[config.mk]
export PLATFORM = sky130hd
export DESIGN_NAME = conv_output_collector_flat
export DESIGN_NICKNAME = d
export VERILOG_FILES = /design/src/rtl/conv_pkg.sv /design/src/rtl/conv_output_collector_if.sv /design/src/rtl/sync_fifo_fwft.sv /design/src/rtl/conv_output_collector.sv /design/src/flat_wrapper.sv
export SDC_FILE = /design/constraint.sdc
export NUM_CORES = 1
export LEC_CHECK = 0
export CAP_MARGIN = 10
export CELL_PAD_IN_SITES_DETAIL_PLACEMENT = 1
export CELL_PAD_IN_SITES_GLOBAL_PLACEMENT = 2
export CORE_MARGIN = 3
export CORE_UTILIZATION = 50
export CTS_BUF_LIST = sky130_fd_sc_hd__clkbuf_8
export CTS_CLUSTER_SIZE = 14
export DETAILED_ROUTE_END_ITERATION = 10
export HOLD_SLACK_MARGIN = 0.15
export PLACE_DENSITY_LB_ADDON = 0.1
export SETUP_SLACK_MARGIN = 0.05
export SLEW_MARGIN = 30
export SYNTH_ARGS = -nofsm -noshare
export SYNTH_HDL_FRONTEND = slang
export SYNTH_HIERARCHICAL = 1
export SYNTH_SLANG_ARGS = --single-unit
export TNS_END_PERCENT = 50
[constraint.sdc]
create_clock -name clk -period 27.9 [get_ports clk]
set_clock_uncertainty 0.2 [all_clocks]
set_input_delay 2.79 -clock clk [delete_from_list [all_inputs] [get_ports clk]]
set_output_delay 2.79 -clock clk [all_outputs]
set_load 0.01 [all_outputs]
[src/rtl/conv_pkg.sv]
// Shared definitions for the convolution output collector: collector FSM
// state type, coordinate width and the per-layer output count helper.
package conv_pkg;

  localparam int unsigned COORD_WIDTH = 32;

  typedef enum logic [1:0] {
    IDLE,
    COLLECT,
    DONE
  } collector_state_e;

  // Number of output pixels a layer delivers to the host.
  function automatic logic [31:0] total_outputs(input int unsigned w,
                                                input int unsigned h,
                                                input int unsigned c);
    return 32'(w * h * c);
  endfunction

endpackage

[src/rtl/conv_output_collector_if.sv]
// Pixel bus of the output collector: result pixels in from the datapath,
// requantised pixels out to the host over valid/ready.
// master: datapath + host side; slave: collector side.
interface conv_output_collector_if #(
  parameter int unsigned ACC_WIDTH = 32,
  parameter int unsigned OUT_WIDTH = 16
);

  logic                                 in_valid;
  logic [ACC_WIDTH-1:0]                 in_data;
  logic [conv_pkg::COORD_WIDTH-1:0]     in_x;
  logic [conv_pkg::COORD_WIDTH-1:0]     in_y;
  logic [conv_pkg::COORD_WIDTH-1:0]     in_ch;

  logic                                 out_valid;
  logic                                 out_ready;
  logic [OUT_WIDTH-1:0]                 out_data;
  logic [conv_pkg::COORD_WIDTH-1:0]     out_x;
  logic [conv_pkg::COORD_WIDTH-1:0]     out_y;
  logic [conv_pkg::COORD_WIDTH-1:0]     out_ch;

  modport master (
    output in_valid, in_data, in_x, in_y, in_ch, out_ready,
    input  out_valid, out_data, out_x, out_y, out_ch
  );

  modport slave (
    input  in_valid, in_data, in_x, in_y, in_ch, out_ready,
    output out_valid, out_data, out_x, out_y, out_ch
  );

endinterface

[src/rtl/sync_fifo_fwft.sv]
// Synchronous first-word-fall-through FIFO. Head word is presented on
// rd_data whenever the FIFO is non-empty (zero when empty). A push and a
// pop in the same cycle are both accepted even when full. clear empties
// the FIFO synchronously and takes priority over push/pop.
module sync_fifo_fwft #(
  parameter int unsigned WIDTH = 8,
  parameter int unsigned DEPTH = 8
) (
  input  logic                     clk,
  input  logic                     arst_n_in,
  input  logic                     clear,
  input  logic                     push,
  input  logic [WIDTH-1:0]         wr_data,
  input  logic                     pop,
  output logic [WIDTH-1:0]         rd_data,
  output logic                     full,
  output logic                     empty,
  output logic [$clog2(DEPTH):0]   level
);

  localparam int unsigned AW = $clog2(DEPTH);

  logic [WIDTH-1:0] mem [DEPTH];
  logic [AW-1:0]    wr_ptr;
  logic [AW-1:0]    rd_ptr;
  logic             do_push;
  logic             do_pop;

  assign full    = (level == (AW+1)'(DEPTH));
  assign empty   = (level == '0);
  assign do_pop  = pop && !empty;
  assign do_push = push && (!full || do_pop);
  assign rd_data = empty ? '0 : mem[rd_ptr];

  // Storage write; contents need no reset since reads are gated by empty.
  always_ff @(posedge clk) begin
    if (do_push && !clear) begin
      mem[wr_ptr] <= wr_data;
    end
  end

  // Pointer and occupancy bookkeeping.
  always_ff @(posedge clk or negedge arst_n_in) begin
    if (!arst_n_in) begin
      wr_ptr <= '0;
      rd_ptr <= '0;
      level  <= '0;
    end else if (clear) begin
      wr_ptr <= '0;
      rd_ptr <= '0;
      level  <= '0;
    end else begin
      if (do_push) begin
        wr_ptr <= wr_ptr + 1'b1;
      end
      if (do_pop) begin
        rd_ptr <= rd_ptr + 1'b1;
      end
      case ({do_push, do_pop})
        2'b10:   level <= level + 1'b1;
        2'b01:   level <= level - 1'b1;
        default: level <= level;
      endcase
    end
  end

endmodule

[src/rtl/conv_output_collector.sv]
// Convolution output collector: captures final output pixels, requantises
// the accumulator (arithmetic shift + saturation), buffers the result in a
// FWFT FIFO and streams it to the host. Counts delivered pixels and pulses
// done on the last one of a layer. The producer cannot be stalled, so a
// push into a full FIFO drops the pixel and sets the sticky overflow flag.
// Build option: OUTPUT_RELU_EN forces negative requantised values to zero.
module conv_output_collector
  import conv_pkg::*;
#(
  parameter int unsigned ACC_WIDTH          = 32,
  parameter int unsigned OUT_WIDTH          = 16,
  parameter int unsigned SHIFT              = 8,
  parameter int unsigned FIFO_DEPTH         = 8,
  parameter int unsigned FEATURE_MAP_WIDTH  = 1024,
  parameter int unsigned FEATURE_MAP_HEIGHT = 1024,
  parameter int unsigned OUTPUT_NB_CHANNELS = 64
) (
  input  logic                          clk,
  input  logic                          arst_n_in,
  input  logic                          start,
  conv_output_collector_if.slave        bus,
  output logic [$clog2(FIFO_DEPTH):0]   fifo_level,
  output logic                          overflow,
  output logic                          done
);

  localparam int unsigned ENTRY_W = OUT_WIDTH + 3 * COORD_WIDTH;
  localparam logic [31:0] TOTAL =
    total_outputs(FEATURE_MAP_WIDTH, FEATURE_MAP_HEIGHT, OUTPUT_NB_CHANNELS);
  localparam logic signed [ACC_WIDTH-1:0] SAT_MAX =
    {{(ACC_WIDTH-OUT_WIDTH+1){1'b0}}, {(OUT_WIDTH-1){1'b1}}};
  localparam logic signed [ACC_WIDTH-1:0] SAT_MIN =
    {{(ACC_WIDTH-OUT_WIDTH+1){1'b1}}, {(OUT_WIDTH-1){1'b0}}};

  collector_state_e state;
  logic [31:0]      popped_cnt;

  logic signed [ACC_WIDTH-1:0] shifted;
  logic [OUT_WIDTH-1:0]        sat_word;
  logic [OUT_WIDTH-1:0]        q_word;

  logic                        stage_valid;
  logic [OUT_WIDTH-1:0]        stage_word;
  logic [COORD_WIDTH-1:0]      stage_x;
  logic [COORD_WIDTH-1:0]      stage_y;
  logic [COORD_WIDTH-1:0]      stage_ch;

  logic                        capture;
  logic                        clr;
  logic                        pop;
  logic                        drop;
  logic                        last_pop;
  logic                        fifo_full;
  logic                        fifo_empty;
  logic [ENTRY_W-1:0]          fifo_wr;
  logic [ENTRY_W-1:0]          fifo_rd;

  assign capture  = bus.in_valid && (state == COLLECT);
  assign clr      = start && (state != COLLECT);
  assign pop      = bus.out_valid && bus.out_ready;
  assign drop     = stage_valid && fifo_full && !pop;
  assign last_pop = (state == COLLECT) && pop && (popped_cnt == TOTAL - 32'd1);
  assign done     = last_pop;

  // Requantise: arithmetic shift, saturate to OUT_WIDTH, optional ReLU.
  always_comb begin
    shifted = $signed(bus.in_data) >>> SHIFT;
    if (shifted > SAT_MAX) begin
      sat_word = SAT_MAX[OUT_WIDTH-1:0];
    end else if (shifted < SAT_MIN) begin
      sat_word = SAT_MIN[OUT_WIDTH-1:0];
    end else begin
      sat_word = shifted[OUT_WIDTH-1:0];
    end
`ifdef OUTPUT_RELU_EN
    q_word = sat_word[OUT_WIDTH-1] ? '0 : sat_word;
`else
    q_word = sat_word;
`endif
  end

  // Stage 1: register the requantised word and coordinates of a captured pixel.
  always_ff @(posedge clk or negedge arst_n_in) begin
    if (!arst_n_in) begin
      stage_valid <= 1'b0;
      stage_word  <= '0;
      stage_x     <= '0;
      stage_y     <= '0;
      stage_ch    <= '0;
    end else begin
      stage_valid <= capture;
      if (capture) begin
        stage_word <= q_word;
        stage_x    <= bus.in_x;
        stage_y    <= bus.in_y;
        stage_ch   <= bus.in_ch;
      end
    end
  end

  assign fifo_wr = {stage_word, stage_x, stage_y, stage_ch};

  sync_fifo_fwft #(
    .WIDTH (ENTRY_W),
    .DEPTH (FIFO_DEPTH)
  ) u_fifo (
    .clk       (clk),
    .arst_n_in (arst_n_in),
    .clear     (clr),
    .push      (stage_valid),
    .wr_data   (fifo_wr),
    .pop       (pop),
    .rd_data   (fifo_rd),
    .full      (fifo_full),
    .empty     (fifo_empty),
    .level     (fifo_level)
  );

  assign bus.out_valid = !fifo_empty;
  assign {bus.out_data, bus.out_x, bus.out_y, bus.out_ch} = fifo_rd;

  // Layer FSM with delivered-pixel counter and sticky overflow flag.
  always_ff @(posedge clk or negedge arst_n_in) begin
    if (!arst_n_in) begin
      state      <= IDLE;
      popped_cnt <= '0;
      overflow   <= 1'b0;
    end else begin
      case (state)
        IDLE:    if (start) state <= COLLECT;
        COLLECT: if (last_pop) state <= DONE;
        DONE:    state <= start ? COLLECT : IDLE;
        default: state <= IDLE;
      endcase

      if (clr) begin
        popped_cnt <= '0;
      end else if ((state == COLLECT) && pop) begin
        popped_cnt <= popped_cnt + 32'd1;
      end

      if (clr) begin
        overflow <= 1'b0;
      end else if (drop) begin
        overflow <= 1'b1;
      end
    end
  end

endmodule

[src/flat_wrapper.sv]
// flat-port wrapper written by rule: the top's interface ports become plain ports
module conv_output_collector_flat import conv_pkg::*;
#(
  parameter int unsigned ACC_WIDTH          = 32,
  parameter int unsigned OUT_WIDTH          = 16,
  parameter int unsigned SHIFT              = 8,
  parameter int unsigned FIFO_DEPTH         = 8,
  parameter int unsigned FEATURE_MAP_WIDTH  = 1024,
  parameter int unsigned FEATURE_MAP_HEIGHT = 1024,
  parameter int unsigned OUTPUT_NB_CHANNELS = 64
)
  (clk, arst_n_in, start, fifo_level, overflow, done, bus_in_valid, bus_in_data, bus_in_x, bus_in_y, bus_in_ch, bus_out_ready, bus_out_valid, bus_out_data, bus_out_x, bus_out_y, bus_out_ch);
  conv_output_collector_if #(.ACC_WIDTH(ACC_WIDTH), .OUT_WIDTH(OUT_WIDTH)) bus_i ();
  input  logic clk;
  input  logic arst_n_in;
  input  logic start;
  output logic [$clog2(FIFO_DEPTH):0] fifo_level;
  output logic overflow;
  output logic done;
  input wire logic [$bits(bus_i.in_valid)-1:0] bus_in_valid;
  input wire logic [$bits(bus_i.in_data)-1:0] bus_in_data;
  input wire logic [$bits(bus_i.in_x)-1:0] bus_in_x;
  input wire logic [$bits(bus_i.in_y)-1:0] bus_in_y;
  input wire logic [$bits(bus_i.in_ch)-1:0] bus_in_ch;
  input wire logic [$bits(bus_i.out_ready)-1:0] bus_out_ready;
  output wire logic [$bits(bus_i.out_valid)-1:0] bus_out_valid;
  output wire logic [$bits(bus_i.out_data)-1:0] bus_out_data;
  output wire logic [$bits(bus_i.out_x)-1:0] bus_out_x;
  output wire logic [$bits(bus_i.out_y)-1:0] bus_out_y;
  output wire logic [$bits(bus_i.out_ch)-1:0] bus_out_ch;
  assign bus_i.in_valid = bus_in_valid;
  assign bus_i.in_data = bus_in_data;
  assign bus_i.in_x = bus_in_x;
  assign bus_i.in_y = bus_in_y;
  assign bus_i.in_ch = bus_in_ch;
  assign bus_i.out_ready = bus_out_ready;
  assign bus_out_valid = bus_i.out_valid;
  assign bus_out_data = bus_i.out_data;
  assign bus_out_x = bus_i.out_x;
  assign bus_out_y = bus_i.out_y;
  assign bus_out_ch = bus_i.out_ch;
  conv_output_collector #(.ACC_WIDTH(ACC_WIDTH), .OUT_WIDTH(OUT_WIDTH), .SHIFT(SHIFT), .FIFO_DEPTH(FIFO_DEPTH), .FEATURE_MAP_WIDTH(FEATURE_MAP_WIDTH), .FEATURE_MAP_HEIGHT(FEATURE_MAP_HEIGHT), .OUTPUT_NB_CHANNELS(OUTPUT_NB_CHANNELS)) u_core (.clk(clk), .arst_n_in(arst_n_in), .start(start), .bus(bus_i), .fifo_level(fifo_level), .overflow(overflow), .done(done));
endmodule
== Word-level counts from Yosys, hierarchy flattened ==
Memory sizes are Yosys's and may differ from the RTL's.
Index checks and enable logic that the tools add are counted.

* Register bits: 158
* Latch bits: 0
* RAM bits: 896
* Bits in read-only memories: 0
* Bits of input ports: 133
* Output and inout bits: 119
* Word-level logic and storage cells: 70
* Memories kept: 1

* Add/subtract/negate cells: 5
* Multipliers: 0
* Divide/modulo/power cells: 0
* Magnitude comparators: 2
* Equality and inequality tests: 9
* Shift-type cells: 0
* Multiplexer cells: 19
* Bitwise gates (word level): 0
* Reduce and logical (&&, ||, !) cells: 23

{| class="wikitable"
|+ Memory list
! name !! depth !! bits a word !! read ports !! clocked after memory_dff !! wr ports !! RTL line !! text
|-
| u_core.u_fifo.mem || 8 || 112 || 1 || 0 || 1 || sync_fifo_fwft.sv:23 || <nowiki>logic [WIDTH-1:0] mem [DEPTH];</nowiki>
|}

{| class="wikitable"
|+ Operators with widths
! operator !! number
|-
| 2-to-1 mux 112 bit || 1
|-
| 2-to-1 mux 32 bit || 2
|-
| adder 32 x 1 -> 32 bit, second input constant || 1
|-
| equality test 32 x 26 -> 1 bit, second input constant || 1
|-
| 2-to-1 mux 16 bit || 2
|-
| greater-than comparator 24 x 16 -> 1 bit, second input constant || 1
|-
| < comparator 24 x 16 -> 1 bit, second input constant || 1
|-
| 2-to-1 mux 3 bit || 4
|-
| logical AND 1 bit || 10
|-
| case mux 4 bit (2 select lines) || 1
|-
| nonzero test 2 bit || 4
|-
| adder 3 x 1 -> 3 bit, second input constant || 2
|-
| case mux 2 bit (3 select lines) || 1
|-
| 2-to-1 mux 1 bit || 5
|-
| adder 4 x 1 -> 4 bit, second input constant || 1
|-
| equality test 2 x 1 -> 1 bit, second input constant || 2
|-
| equality test 2 bit, second input constant || 2
|-
| equality test 4 bit, second input constant || 1
|-
| logical NOT 1 bit || 4
|-
| logical NOT 4 bit || 1
|-
| 2-to-1 mux 2 bit || 2
|-
| 2-to-1 mux 4 bit || 1
|-
| != test 2 bit, second input constant || 2
|-
| subtractor 4 x 1 -> 4 bit, second input constant || 1
|-
| other kinds (5) || 5
|}

== Depth between registers and ports, before layout ==
* Word-level depth: 9
* Depth in mapped cells: 11

== By module ==
Netlist, hierarchy kept.

{| class="wikitable"
|+ Modules (own cells, without submodules)
! module !! instances !! cells an instance !! area each (sq um) !! sequential area each (sq um)
|-
| sync_fifo_fwft || 1 || 1,496 || 34,663.2 || 27,156.0
|-
| conv_output_collector || 1 || 686 || 6,137.1 || 3,703.6
|}

== Least setup slack after synthesis ==
No wires, ideal clock.

* Path kind: input-to-reg
* From: input port start
* To: memory u_core/u_fifo/mem[0][0] (netlist name), enable pin
* Library setup time: 0.896 ns
* Arrival time: 14.941 ns
* Data required time: 26.804 ns
* Path slack: 11.862 ns
* Cell stages on the path: 5
* Buffers on the path: 1
* Cell sequence: nand2_1 -> inv_1 -> buf_1 -> nor2_1 -> nor4b_1

* Longest elaborated chain between the ends: 5

{| class="wikitable"
|+ Ends and longest elaborated chain
! element !! RTL line !! text
|-
| start, declared || flat_wrapper.sv:16 || <nowiki>input logic start;</nowiki>
|-
| logical AND 1 bit || conv_output_collector.sv:59 || <nowiki>assign clr = start && (state != COLLECT);</nowiki>
|-
| net u_core.clr || conv_output_collector.sv:49 || <nowiki>logic clr;</nowiki>
|-
| logical NOT 1 bit || sync_fifo_fwft.sv:37 || <nowiki>if (do_push && !clear) begin</nowiki>
|-
| logical AND 1 bit || sync_fifo_fwft.sv:37 ||
|-
| 2-to-1 mux 1 bit || sync_fifo_fwft.sv:37 ||
|-
| 2-to-1 mux 1 bit (implied by the code) || sync_fifo_fwft.sv:38 || <nowiki>mem[wr_ptr] <= wr_data;</nowiki>
|-
| end, declared || sync_fifo_fwft.sv:23 ||
|}

The timed path passes the listed nets, and every way through them passes these cells.

== Worst setup path in the final report ==
* From: register u_core.u_fifo.rd_ptr[1]
* To: output port bus_out_data[6]

* Longest elaborated chain between the ends: 2

{| class="wikitable"
|+ Ends and longest elaborated chain
! element !! RTL line !! text
|-
| start, declared || sync_fifo_fwft.sv:25 || <nowiki>logic [AW-1:0] rd_ptr;</nowiki>
|-
| start signal, assigned || sync_fifo_fwft.sv:57 || <nowiki>rd_ptr <= rd_ptr + 1'b1;</nowiki>
|-
| memory read (8 x 112 bit) || n/a ||
|-
| 2-to-1 mux 112 bit || sync_fifo_fwft.sv:33 || <nowiki>assign rd_data = empty ? '0 : mem[rd_ptr];</nowiki>
|-
| end, declared || flat_wrapper.sv:27 || <nowiki>output wire logic [$bits(bus_i.out_data)-1:0] bus_out_data;</nowiki>
|}

Every way passes these cells.

==> impl_metrics.toml <==
[critical_path]
start_kind = "register"
critPathBufInv = 4
r2r_cells = 9
worstPathCellList = "buf_6 > buf_4 > buf_6 > mux4_2 > mux2i_1 > nor2_1 > clkdlybuf4s50_1"
slowest_stage = "dfrtp_4"
crit_path_max_incr_delay_ns = 0.81
worstPathRequired_ns = 24.91
crit_arrival_ns = 5.27
crit_type = "register to output pin"
cp.depth = 7
cp-end-kind = "output pin"
path_common_cell = "buf_6"
path_max_fanout = 70
critPathTopFamily = "buffers and inverters"
rrSetupSlack_ns = 22.23

[detailed_routing]
route.detailed.drc = 0
drt_iter0_drc = 1534
drt.antenna.violating_nets = 0
via_per_inst = 5.69
via_count = 21253
wl_per_cell_um = 25.7
drt-total-wl_um = 95900
first_pass_iters = 5

[synth]
synth-compound-area-share_pct = 0.914
yosys.cell_count.top_type = "edfxtp_1"
synth_area_per_cell_um2 = 18.7
synth_top_family_by_area = "multiplexers"
netlist_instances = 2182
synthTopCellsByCount = "edfxtp_1, nand2_1, mux4_2, dfrtp_1, nor2_1"
yosysSeqAreaShare_pct = 75.6
synth-edff-count = 896
ys_seq_elements = 1054
yosys_warnings = 6
netlist.area_leader.share_pct = 65.9
synth_area_leaders = "edfxtp_1, mux4_2, dfrtp_1, nand2_1, mux2i_1"
synth_xor_area_share_pct = 0.365
synth-simple-area-share_pct = 6.03
synth-main-ff-cell = "edfxtp_1"
async_flop_share_pct = 15.0
syn-num-nets = 2321
netlist_area_um2 = 40800
yosysUniqueCellTypes = 50
muxShareOfSynthArea_pct = 15.3
synth_adder_area_share_pct = 0.202
yosysTopAreaCell = "edfxtp_1"

[finish]
drive_above_1_share_pct = 19.2
syn2layout_area_growth_pct = 17.1
stdcell_count = 3736
final_nets = 2672
stdcell_area_um2 = 47800

[clock_tree]
cts_tree = "built"
clk_latency_ns = 0.80
clock_sinks = 1054
root_buffer = "clkbuf_8"
clk_pin_slew_ns = 0.05
ctsHoldBuffers = 0
clock_path_buffers = 3
cts_resized = 0
post_cts_buffers = 0
h-tree-depth = 4
numCtsBuffers = 171

[pwr]
p_clk_share_pct = 26.0
leakagePower_nw = 17.1
swShare_pct = 30.9
p_switching_w = 0.00150
ir_drop_v = 0.0000764
combPwrFrac_pct = 31.3
p_seq_share_pct = 42.7
power.internal_w = 0.00337
p_per_area_nw_per_um2 = 102

[global_route]
grt_overflow = 0
grt_antenna_before_repair = 2
grt_pass1_wl_um = 146000
grt_max_degree = 106
first_global_vias = 23814
grt_usage_pct = 23.0

[timing]
layout_setup_ws_ns = 19.64
max_freq_mhz = 121
fin_crit_sh_pct = 29.6
hold_viol = 0
min_period_ns = 8.26
fin_setup_tns_ns = 0
worst_slew_pin_slew_ns = 0.962
relSlewSlack_pct = 35.8
drv_slew = 0
setup-violations-final = 0
rsz0062_at_grt = "no"

[floorplan]
core_um2 = 80700
row_count = 104
ios = 252
fp.dieH_um = 292
initial_core_util_pct = 50.6
die-area_um2 = 85100
fp.dieW_um = 292

[placement]
dp.cells = 3418
dp_slack_ns = 19.90
port_buffers = 243
placed_cell_area_um2 = 44400
place_hpwl_um = 50900
place_congestion = 0.741

[run_status]
status = "finished clean"

[min_path]
hold_class = "register to register"
hold_depth = 1

[flow_run]
maxCapViolations = 0
## cell families after synthesis
kind of cell,after synthesis
compound gates,62
xor+xnor,17
fa+ha+maj,6
buf+inv,116
flops,1054
mux,344
simple gates,583
## metal layers
| layer | wire length [µm] | vias to the layer above | global-route usage [%] | share of wire, % |
|---|---|---|---|---|
| met5 | 0 | - | 0 | 0 |
| met4 | 2060 | 0 | 6.53 | 2.1 |
| met3 | 4510 | 155 | 4.14 | 4.7 |
| met2 | 49300 | 576 | 39.2 | 51 |
| met1 | 40000 | 11279 | 30.7 | 42 |
| li1 | - | 9243 | - | - |
## layout make-up
| class | count | area [µm²] |
|---|---|---|
| antenna | 1 | 2.50 |
| clock buffer | 192 | 2640 |
| clock inverter | 123 | 668 |
| fill | 7112 | 32900 |
| inverter | 7 | 31.3 |
| multi-input combinational | 1012 | 9370 |
| sequential | 1054 | 30900 |
| tap | 1060 | 1330 |
| timing repair buffer | 287 | 2870 |
## flip-flops by register name (all words and copies together) (netlist names), 2 cells and up
name	cells
u_core/stage_ch	32
u_core/u_fifo/level	4
u_core/stage_x	32
u_core/u_fifo/rd_ptr	3
u_core/stage_y	32
u_core/stage_word	16
u_core/u_fifo/mem	896
u_core/popped_cnt	32
u_core/state	2
u_core/u_fifo/wr_ptr	3
## final timing paths
path,from,endpoint
worst min register to register,u_core/overflow,u_core/overflow
max in group asynchronous,arst_n_in,u_core/stage_y[17]
worst max register to register,u_core/u_fifo/level[0],u_core/u_fifo/mem[6][49]
worst max-delay path,u_core/u_fifo/rd_ptr[1],bus_out_data[6]
min in group asynchronous,arst_n_in,u_core/stage_ch[18]
worst min-delay path,u_core/overflow,u_core/overflow
## through the flow
step | hold slack, ns | utilization, % | total power [W]
after floorplan | 0.278 | - | 0.00303
after global placement | 0.282 | 55.0 | 0.00363
after detailed placement | 0.288 | 55.0 | 0.00367
after CTS | 0.306 | 59.1 | 0.00495
after global routing | 0.323 | 59.2 | 0.00512
final | 0.299 | 59.2 | 0.00488
## power by group through the flow
| stage | Combinational (W) | Clock [W] | Sequential [W] |
|---|---|---|---|
| finish | 0.00153 | 0.00127 | 0.00208 |
| global route | 0.00163 | 0.00138 | 0.00211 |
| CTS | 0.00156 | 0.00131 | 0.00209 |
| detailed placement | 0.00155 | 0 | 0.00212 |
| global placement | 0.00152 | 0 | 0.00210 |
| floorplan | 0.000936 | 0 | 0.00210 |
## cells in the final DEF, fill, tap and decap left out, types with 4 or more instances in the layout
cell type	synthesis	routed
and3_1	5	5
ha_1	5	5
buf_4	1	33
xor2_1	10	10
a21oi_1	17	16
o31ai_1	8	8
nand2_1	333	333
buf_6	18	6
clkinv_2	0	14
mux4_2	224	224
mux2i_1	120	120
nand3_1	13	13
inv_8	0	4
nor4_1	11	10
o21ai_0	23	23
or4_1	15	15
or3_1	4	4
clkinv_1	0	25
buf_12	0	4
clkdlybuf4s50_1	0	242
xnor2_1	7	7
nand4_1	16	16
nor2_1	154	151
dfrtp_1	158	155
o211ai_1	4	4
nand2b_1	9	9
nor3_1	7	4
edfxtp_1	896	896
inv_1	5	72
clkbuf_8	0	192
No activity file was read; power rests on OpenSTA's default activity.
